===== src/rtl/md_pkg.sv =====
// md_pkg: opcodes, default latencies, FSM states and opcode predicates for the md issue controller
package md_pkg;
  localparam logic [3:0] MD_NONE  = 4'd0;
  localparam logic [3:0] MD_MULT  = 4'd1;
  localparam logic [3:0] MD_MULTU = 4'd2;
  localparam logic [3:0] MD_DIV   = 4'd3;
  localparam logic [3:0] MD_DIVU  = 4'd4;
  localparam logic [3:0] MD_MFHI  = 4'd5;
  localparam logic [3:0] MD_MFLO  = 4'd6;
  localparam logic [3:0] MD_MTHI  = 4'd7;
  localparam logic [3:0] MD_MTLO  = 4'd8;
  localparam int MUL_LAT_DEF = 5;
  localparam int DIV_LAT_DEF = 10;
  localparam int CNT_W_DEF   = 4;
  typedef enum logic {IDLE, RUN} md_state_e;
  function automatic logic is_long_op(input logic [3:0] op);
    return op >= MD_MULT && op <= MD_DIVU;
  endfunction
  function automatic logic is_md_op(input logic [3:0] op);
    return op >= MD_MULT && op <= MD_MTLO;
  endfunction
  function automatic logic is_mt_op(input logic [3:0] op);
    return op == MD_MTHI || op == MD_MTLO;
  endfunction
  function automatic logic is_mul_op(input logic [3:0] op);
    return op == MD_MULT || op == MD_MULTU;
  endfunction
endpackage


===== src/rtl/md_issue_ctrl_if.sv =====
// md_issue_ctrl_if: EX-stage request side and datapath/pipeline control side of the md issue controller
interface md_issue_ctrl_if;
  logic       e_valid;
  logic [3:0] e_md_op;
  logic       d_md_use;
  logic       flush;
  logic       md_start;
  logic [3:0] md_sel;
  logic       busy;
  logic       stall;
  logic       commit;
  logic       issue_err;
  modport master (output e_valid, e_md_op, d_md_use, flush,
                  input  md_start, md_sel, busy, stall, commit, issue_err);
  modport slave  (input  e_valid, e_md_op, d_md_use, flush,
                  output md_start, md_sel, busy, stall, commit, issue_err);
endinterface


===== src/rtl/md_lat_counter.sv =====
// md_lat_counter: loadable down-counter that parks at zero and flags the last busy cycle
module md_lat_counter #(
  parameter int CNT_W = 4
) (
  input  logic             clk,
  input  logic             reset,
  input  logic             load_i,
  input  logic [CNT_W-1:0] load_val_i,
  output logic             term_o
);
  logic [CNT_W-1:0] cnt_q, cnt_d;
  // load wins; otherwise count down and hold at zero
  always_comb cnt_d = load_i ? load_val_i : (cnt_q != '0 ? cnt_q - 1'b1 : cnt_q);
  // counter register
  always_ff @(posedge clk) cnt_q <= reset ? '0 : cnt_d;
  assign term_o = cnt_q == CNT_W'(1);
endmodule


===== src/rtl/md_issue_ctrl.sv =====
// md_issue_ctrl: launches md ops, times their latency, stalls dependents and flags issue-while-busy
module md_issue_ctrl
  import md_pkg::*;
#(
  parameter int MUL_LAT = MUL_LAT_DEF,
  parameter int DIV_LAT = DIV_LAT_DEF,
  parameter int CNT_W   = CNT_W_DEF
) (
  input  logic            clk,
  input  logic            reset,
  md_issue_ctrl_if.slave  bus
);
  md_state_e  state_q, state_d;
  logic       err_q, err_d;
  logic       run, long_op, launch, load, term;
  logic [3:0] op;
  assign op      = bus.e_md_op;
  assign run     = state_q == RUN;
  assign long_op = is_long_op(op);
  assign launch  = bus.e_valid & ~bus.flush & ~run & (long_op | is_mt_op(op));
  assign load    = launch & long_op;
  md_lat_counter #(.CNT_W(CNT_W)) u_cnt (
    .clk        (clk),
    .reset      (reset),
    .load_i     (load),
    .load_val_i (CNT_W'(is_mul_op(op) ? MUL_LAT : DIV_LAT)),
    .term_o     (term)
  );
  // next state, sticky error and pipeline/datapath outputs
  always_comb begin
    state_d       = run ? (term ? IDLE : RUN) : (load ? RUN : IDLE);
    err_d         = err_q | (bus.e_valid & is_md_op(op) & run);
    bus.md_start  = launch;
    bus.md_sel    = bus.e_valid ? op : MD_NONE;
    bus.busy      = run | load;
    bus.stall     = bus.d_md_use & (run | load);
    bus.commit    = run & term;
    bus.issue_err = err_q;
  end
  // state and error registers
  always_ff @(posedge clk) begin
    state_q <= reset ? IDLE : state_d;
    err_q   <= reset ? 1'b0 : err_d;
  end
endmodule


===== src/flat_wrapper.sv =====
// flat-port wrapper written by rule: the top's interface ports become plain ports
module md_issue_ctrl_flat import md_pkg::*;
#(
  parameter int MUL_LAT = MUL_LAT_DEF,
  parameter int DIV_LAT = DIV_LAT_DEF,
  parameter int CNT_W   = CNT_W_DEF
)
  (clk, reset, bus_e_valid, bus_e_md_op, bus_d_md_use, bus_flush, bus_md_start, bus_md_sel, bus_busy, bus_stall, bus_commit, bus_issue_err);
  md_issue_ctrl_if bus_i ();
  input  logic clk;
  input  logic reset;
  input wire logic [$bits(bus_i.e_valid)-1:0] bus_e_valid;
  input wire logic [$bits(bus_i.e_md_op)-1:0] bus_e_md_op;
  input wire logic [$bits(bus_i.d_md_use)-1:0] bus_d_md_use;
  input wire logic [$bits(bus_i.flush)-1:0] bus_flush;
  output wire logic [$bits(bus_i.md_start)-1:0] bus_md_start;
  output wire logic [$bits(bus_i.md_sel)-1:0] bus_md_sel;
  output wire logic [$bits(bus_i.busy)-1:0] bus_busy;
  output wire logic [$bits(bus_i.stall)-1:0] bus_stall;
  output wire logic [$bits(bus_i.commit)-1:0] bus_commit;
  output wire logic [$bits(bus_i.issue_err)-1:0] bus_issue_err;
  assign bus_i.e_valid = bus_e_valid;
  assign bus_i.e_md_op = bus_e_md_op;
  assign bus_i.d_md_use = bus_d_md_use;
  assign bus_i.flush = bus_flush;
  assign bus_md_start = bus_i.md_start;
  assign bus_md_sel = bus_i.md_sel;
  assign bus_busy = bus_i.busy;
  assign bus_stall = bus_i.stall;
  assign bus_commit = bus_i.commit;
  assign bus_issue_err = bus_i.issue_err;
  md_issue_ctrl #(.MUL_LAT(MUL_LAT), .DIV_LAT(DIV_LAT), .CNT_W(CNT_W)) u_core (.clk(clk), .reset(reset), .bus(bus_i));
endmodule

===== config.mk =====
export PLATFORM = sky130hd
export DESIGN_NAME = md_issue_ctrl_flat
export DESIGN_NICKNAME = d
export VERILOG_FILES = /design/src/rtl/md_pkg.sv /design/src/rtl/md_issue_ctrl_if.sv /design/src/rtl/md_lat_counter.sv /design/src/rtl/md_issue_ctrl.sv /design/src/flat_wrapper.sv
export SDC_FILE = /design/constraint.sdc
export NUM_CORES = 1
export LEC_CHECK = 0
export CAP_MARGIN = 20
export CORE_AREA = 4 4 47 45
export DETAILED_ROUTE_END_ITERATION = 16
export DIE_AREA = 0 0 51 49
export PLACE_DENSITY_LB_ADDON = 0.15
export SETUP_SLACK_MARGIN = 0.05
export SLEW_MARGIN = 15
export SYNTH_ARGS = -nofsm -noshare
export SYNTH_HDL_FRONTEND = slang
export SYNTH_HIERARCHICAL = 1
export SYNTH_SLANG_ARGS = --single-unit
export TNS_END_PERCENT = 20

===== constraint.sdc =====
create_clock -name clk -period 2.3 [get_ports clk]
set_input_delay 0.69 -clock clk [delete_from_list [all_inputs] [get_ports clk]]
set_output_delay 0.69 -clock clk [all_outputs]
set_load 0.05 [all_outputs]

# Word level (Yosys, flattened, before mapping)

Index checks and enable logic that the tools add are counted.

Logic and storage cells: 38
Memories kept: 0
Flip-flop bits (word level): 6
Bits of input ports: 9
RAM bits: 0
Bits in read-only memories: 0
Output and inout bits: 9
Bits in latches: 0

Multiply operators: 0
Add/sub/neg operators: 1
Div/mod/pow operators: 0
Mux-type cells: 7
Shift-type cells: 0
Reduce and logical (&&, ||, !) cells: 6
$lt $le $gt $ge: 3
Bitwise logic cells: 13
Equality and inequality tests: 5

Operator list:

| kind                  | number |
|---|---|
| $mux W4               | 4 |
| $and A1 B1 Y1         | 8 |
| $eq A4 B1 Y1 const B  | 2 |
| $eq A4 B2 Y1 const B  | 1 |
| $eq A4 B3 Y1 const B  | 1 |
| $eq A4 B4 Y1 const B  | 1 |
| $ge A4 B1 Y1 const B  | 1 |
| $le A4 B3 Y1 const B  | 1 |
| $le A4 B4 Y1 const B  | 1 |
| $reduce_bool A4 Y1    | 1 |
| $sub A4 B1 Y4 const B | 1 |
| $mux W1               | 3 |
| $or A1 B1 Y1          | 3 |
| $logic_and A1 B1 Y1   | 2 |
| $logic_or A1 B1 Y1    | 2 |
| $not A1 Y1            | 2 |
| $reduce_bool A2 Y1    | 1 |

# Depth between registers and ports, before layout

Depth after elaboration: 7
Gate-level depth with buffers: 6
Mapped depth without buffers: 5

# By module

The synthesis kept the hierarchy.

By module, submodules not included:

| module         | cells each | area an instance (um^2) | times used | sequential area each (um^2) |
|---|---|---|---|---|
| md_lat_counter | 27         | 246.5                   | 1          | 80.1 |
| md_issue_ctrl  | 32         | 224.0                   | 1          | 40.0 |

# Least setup slack after synthesis

No wires, ideal clock.

Path kind: input to output
From: input port bus_e_md_op[1]
To: output port bus_md_start
Arrival time: 1.966 ns
Stages: 4
Slack: -0.356 ns
Cells stage by stage: clkbuf_1 -> o31ai_1 -> nand3_1 -> a21oi_1

Longest elaborated chain between the ends: 4

RTL lines:

| element                                                   | RTL line                   | text |
|---|---|---|
| from (decl)                                               | flat_wrapper.sv:13         | `input wire logic [$bits(bus_i.e_md_op)-1:0] bus_e_md_op;` |
| $ge A4 B1 Y1, or another cell as far along                | md_pkg.sv:17               | `return op >= MD_MULT && op <= MD_DIVU;` |
| $logic_and A1 B1 Y1 or $logic_or A1 B1 Y1 (tied branches) | md_pkg.sv:17, md_pkg.sv:23 |  |
| $or A1 B1 Y1 (*)                                          | md_issue_ctrl.sv:20        | `assign launch = bus.e_valid & ~bus.flush & ~run & (long_op \| is_mt_op(op));` |
| $and A1 B1 Y1 (*)                                         | md_issue_ctrl.sv:20        |  |
| to (decl)                                                 | flat_wrapper.sv:16         | `output wire logic [$bits(bus_i.md_start)-1:0] bus_md_start;` |

Every way passes the cells marked *; elsewhere a longest branch is shown, timed or not.

# Worst setup path in the final report

From: input port bus_e_md_op[2]
To: output port bus_stall

Longest elaborated chain between the ends: 7

RTL lines:

| element                                                   | RTL line                   | text |
|---|---|---|
| $ge A4 B1 Y1, or another cell as far along                | md_pkg.sv:17               |  |
| $logic_and A1 B1 Y1 or $logic_or A1 B1 Y1 (tied branches) | md_pkg.sv:17, md_pkg.sv:23 |  |
| $or A1 B1 Y1                                              | md_issue_ctrl.sv:20        |  |
| $and A1 B1 Y1                                             | md_issue_ctrl.sv:20        |  |
| $and A1 B1 Y1 (*)                                         | md_issue_ctrl.sv:21        | `assign load = launch & long_op;` |
| via u_core.load                                           | md_issue_ctrl.sv:15        | `logic run, long_op, launch, load, term;` |
| $or A1 B1 Y1 (*)                                          | md_issue_ctrl.sv:36        | `bus.stall = bus.d_md_use & (run \| load);` |
| $and A1 B1 Y1 (*)                                         | md_issue_ctrl.sv:36        |  |
| to (decl)                                                 | flat_wrapper.sv:19         | `output wire logic [$bits(bus_i.stall)-1:0] bus_stall;` |

Mark *: on every way through the listed nets, which the timed path passes. The rest lies on a longest branch.

==> impl_results.md <==
- Status: complete, but fails checks
- Failing checks: setup timing
- DR vias/cell: ~4.5
- Gr usage total: 0.107
- DR iter-0 viols: 8
- Row cnt: 14
- Setup-failing EPs final: 1
- Power Density: about 680 nW/um2
- Yosys warnings: 6
- Ant diodes: 0
- Hold depth: 2
- Commonest cells after routing, fill and taps aside: buf_4, buf_12, dfxtp_1, and2_1
- Avg Inst Size Synth: 7.97 um2
- ANT nets after route: 0
- Cts-stage hold buffer count: 0
- Syn nets: 71
- Critical path arrival: between 1.5 and 2 ns
- Fill count: ~160
- Final Cell Area: 883 um2
- Clock sink count: 6
- Minimum clock period: approximately 2.3 ns
- Commonest non-fill, non-tap cell in the layout: buf_4
- IO buf count: 17
- Max Cap Violations: 0
- Die W: 51 um
- Core area: 1630 um2
- Peak VDD IR: about 0.49 mV
- Crit end category: output pin
- Post-Syn Instances: 59
- WS Path Type: in -> out
- Non-Filler Instances: between 100 and 150
- Fin worst setup slack: -0.0253 ns
- Clock Tree Buf Depth: 2
- R2R depth: 5
- Worst-margin pin slew: 0.530 ns
- Leakage: around 0.36 nW
- Seq cells post-synth: 6
- Die H: between 40 and 50 um
- Total Power: approximately 0.60 mW
- CP Depth: 6
- Mean routed wirelength per cell: approximately 11 um
- Fmax: around 0.43 GHz
- Largest net degree at the start of global routing: 8
- CTS Buf Count: 3
- Cell Count Post-Placement: approximately 110
- Period utilisation layout: 1.01
- Sequential element share of the synthesized area: 0.255
- Total negative slack: -0.0253 ns
- Root Buffer: clkbuf_4
- DP Worst Slack: -0.404 ns
- DPL Wire Length: approximately 1000 um
- Initial Util: 0.289
- Grt total ovfl: 0
- Worst-path clk slew: 0.04 ns
- Layout Nets: approximately 100
- Slew HR: 0.646
- Worst-path fanout max: 3
- Crit path from: bus_e_md_op[2]
- RSZ-0062 raised after global routing: yes
- Synthesized area: around 470 um2
- CP startpoint kind: input pin
- Final WL: 1.27 mm
- Skew final: 0.000192 ns
- Pins over their slew limit: 0
- RR Startpoint: u_core/u_cnt/cnt_q[0]$_SDFFE_PP0P_
- H-tree depth: 1
- Critical-path cell list: buf_2, or3_4, nand3_4, inv_2, o21a_4, buf_12
- Family with the most delay on the worst path: simple AND/OR/NAND/NOR gates
- First-pass GRT wire length: approximately 2.1 mm
- Vias in the first global route: roughly 480
- Final hold vios: 0
- Crit path largest cell delay: 0.37 ns
- Num ports: 18
- Later-pin clock latency in the skew report: about 0.25 ns
- Initial DRT Pass Iterations: 4
- # DRC: 0
- Final core utilization: 0.542
- Worst hold margin: ~0.48 ns
- Unique masters post-synth: 28
- Placed Area: roughly 830 um2
- Bufs and invs on worst path: 3
- HP Start: u_core/bus.issue_err$_SDFF_PP0_
- Final RePlAce weighted congestion: ~0.73
- Worst endpoint required time: ~1.6 ns
- Layout cells sized above 1: 0.443
- Area delta synth->final: 87.8%
- Via count: approximately 500
- Hold Crit Class: reg -> reg
- Critical path's slowest cell: or3_4
- CTS tree: done
- Initial antenna violation count: 0
- Die Area: between 2000 and 2500 um2
-- worst reg2reg max path: stages, from the launching register on --
cell and delay, ns:
dfxtp_1 0.33, inv_1 0.12, ha_1 0.16, nor3b_1 0.46, mux2_2 0.40, o22ai_1 0.11
-- layout make-up --
class                           count  area, um2  area share
Sequential cell                     6        120       0.136
Clock buffer                        3       22.5      0.0255
Multi-Input combinational cell     47        379       0.429
Inverter                            4       15.0      0.0170
Tap cell                           24       30.0      0.0340
Timing Repair Buffer               28        317       0.358
-- synthesized netlist by cell type (all sizes together) --
master	instances	share of area
nand2	4	0.032
o21ai	1	0.011
xnor2	3	0.056
nor2	3	0.024
o22ai	2	0.027
nand2b	3	0.040
or4	2	0.032
nand3	2	0.021
a211o	1	0.019
or2	1	0.013
nor3b	2	0.032
a21oi	5	0.061
buf	1	0.024
and2	5	0.066
mux2	1	0.024
nor3	1	0.011
ha	3	0.080
clkbuf	1	0.0080
dfxtp	6	0.26
a41oi	1	0.019
nor4b	1	0.019
or3	2	0.027
mux2i	1	0.021
inv	4	0.032
o21a	1	0.016
o31ai	2	0.032
-- logic make-up (layout without fill, tap and decap cells) --
logic type      count (synthesis)  count (layout)  synth area share
simple gates                   26              26             0.316
compound gates                 13              13             0.184
flops                           6               6             0.255
buf+inv                         6              35            0.0638
fa+ha+maj                       3               3            0.0798
xor+xnor                        3               3            0.0559
mux                             2               2            0.0452
-- sequential cells by signal, indices dropped and copies added, names as in the netlist --
signal,count
u_core/bus.issue_err,1
u_core/run,1
u_core/u_cnt/cnt_q,4
-- path summary, 6_finish.rpt --
path                                        endpoint  slack [ns]
setup reg to reg  u_core/u_cnt/cnt_q[1]$_SDFFE_PP0P_        0.65
hold reg to reg      u_core/bus.issue_err$_SDFF_PP0_        0.48
hold / removal       u_core/bus.issue_err$_SDFF_PP0_        0.48
setup / recovery                           bus_stall       -0.03
-- power by group --
part / internal [mW] / total, mW / switching, mW
clock network: 0.0592 / 0.0994 / 0.0402
registers: 0.137 / 0.170 / 0.0328
logic: 0.178 / 0.329 / 0.151
total: 0.375 / 0.598 / 0.224
-- routing by layer --
| layer | track usage | up-vias | wire [um] |
|---|---|---|---|
| met5 | 0 | - | 0 |
| li1 | - | 269 | - |
| met3 | 0.0489 | 2 | 80 |
| met2 | 0.142 | 12 | 509 |
| met1 | 0.154 | 225 | 673 |
| met4 | 0.0269 | 0 | 6 |
-- timing repair --
action	CTS	global route
setup endpoints to repair	7	3
buffers inserted	1	0
pin swaps	5	2
gates resized for setup	29	2
No activity file was read; power rests on OpenSTA's default activity.
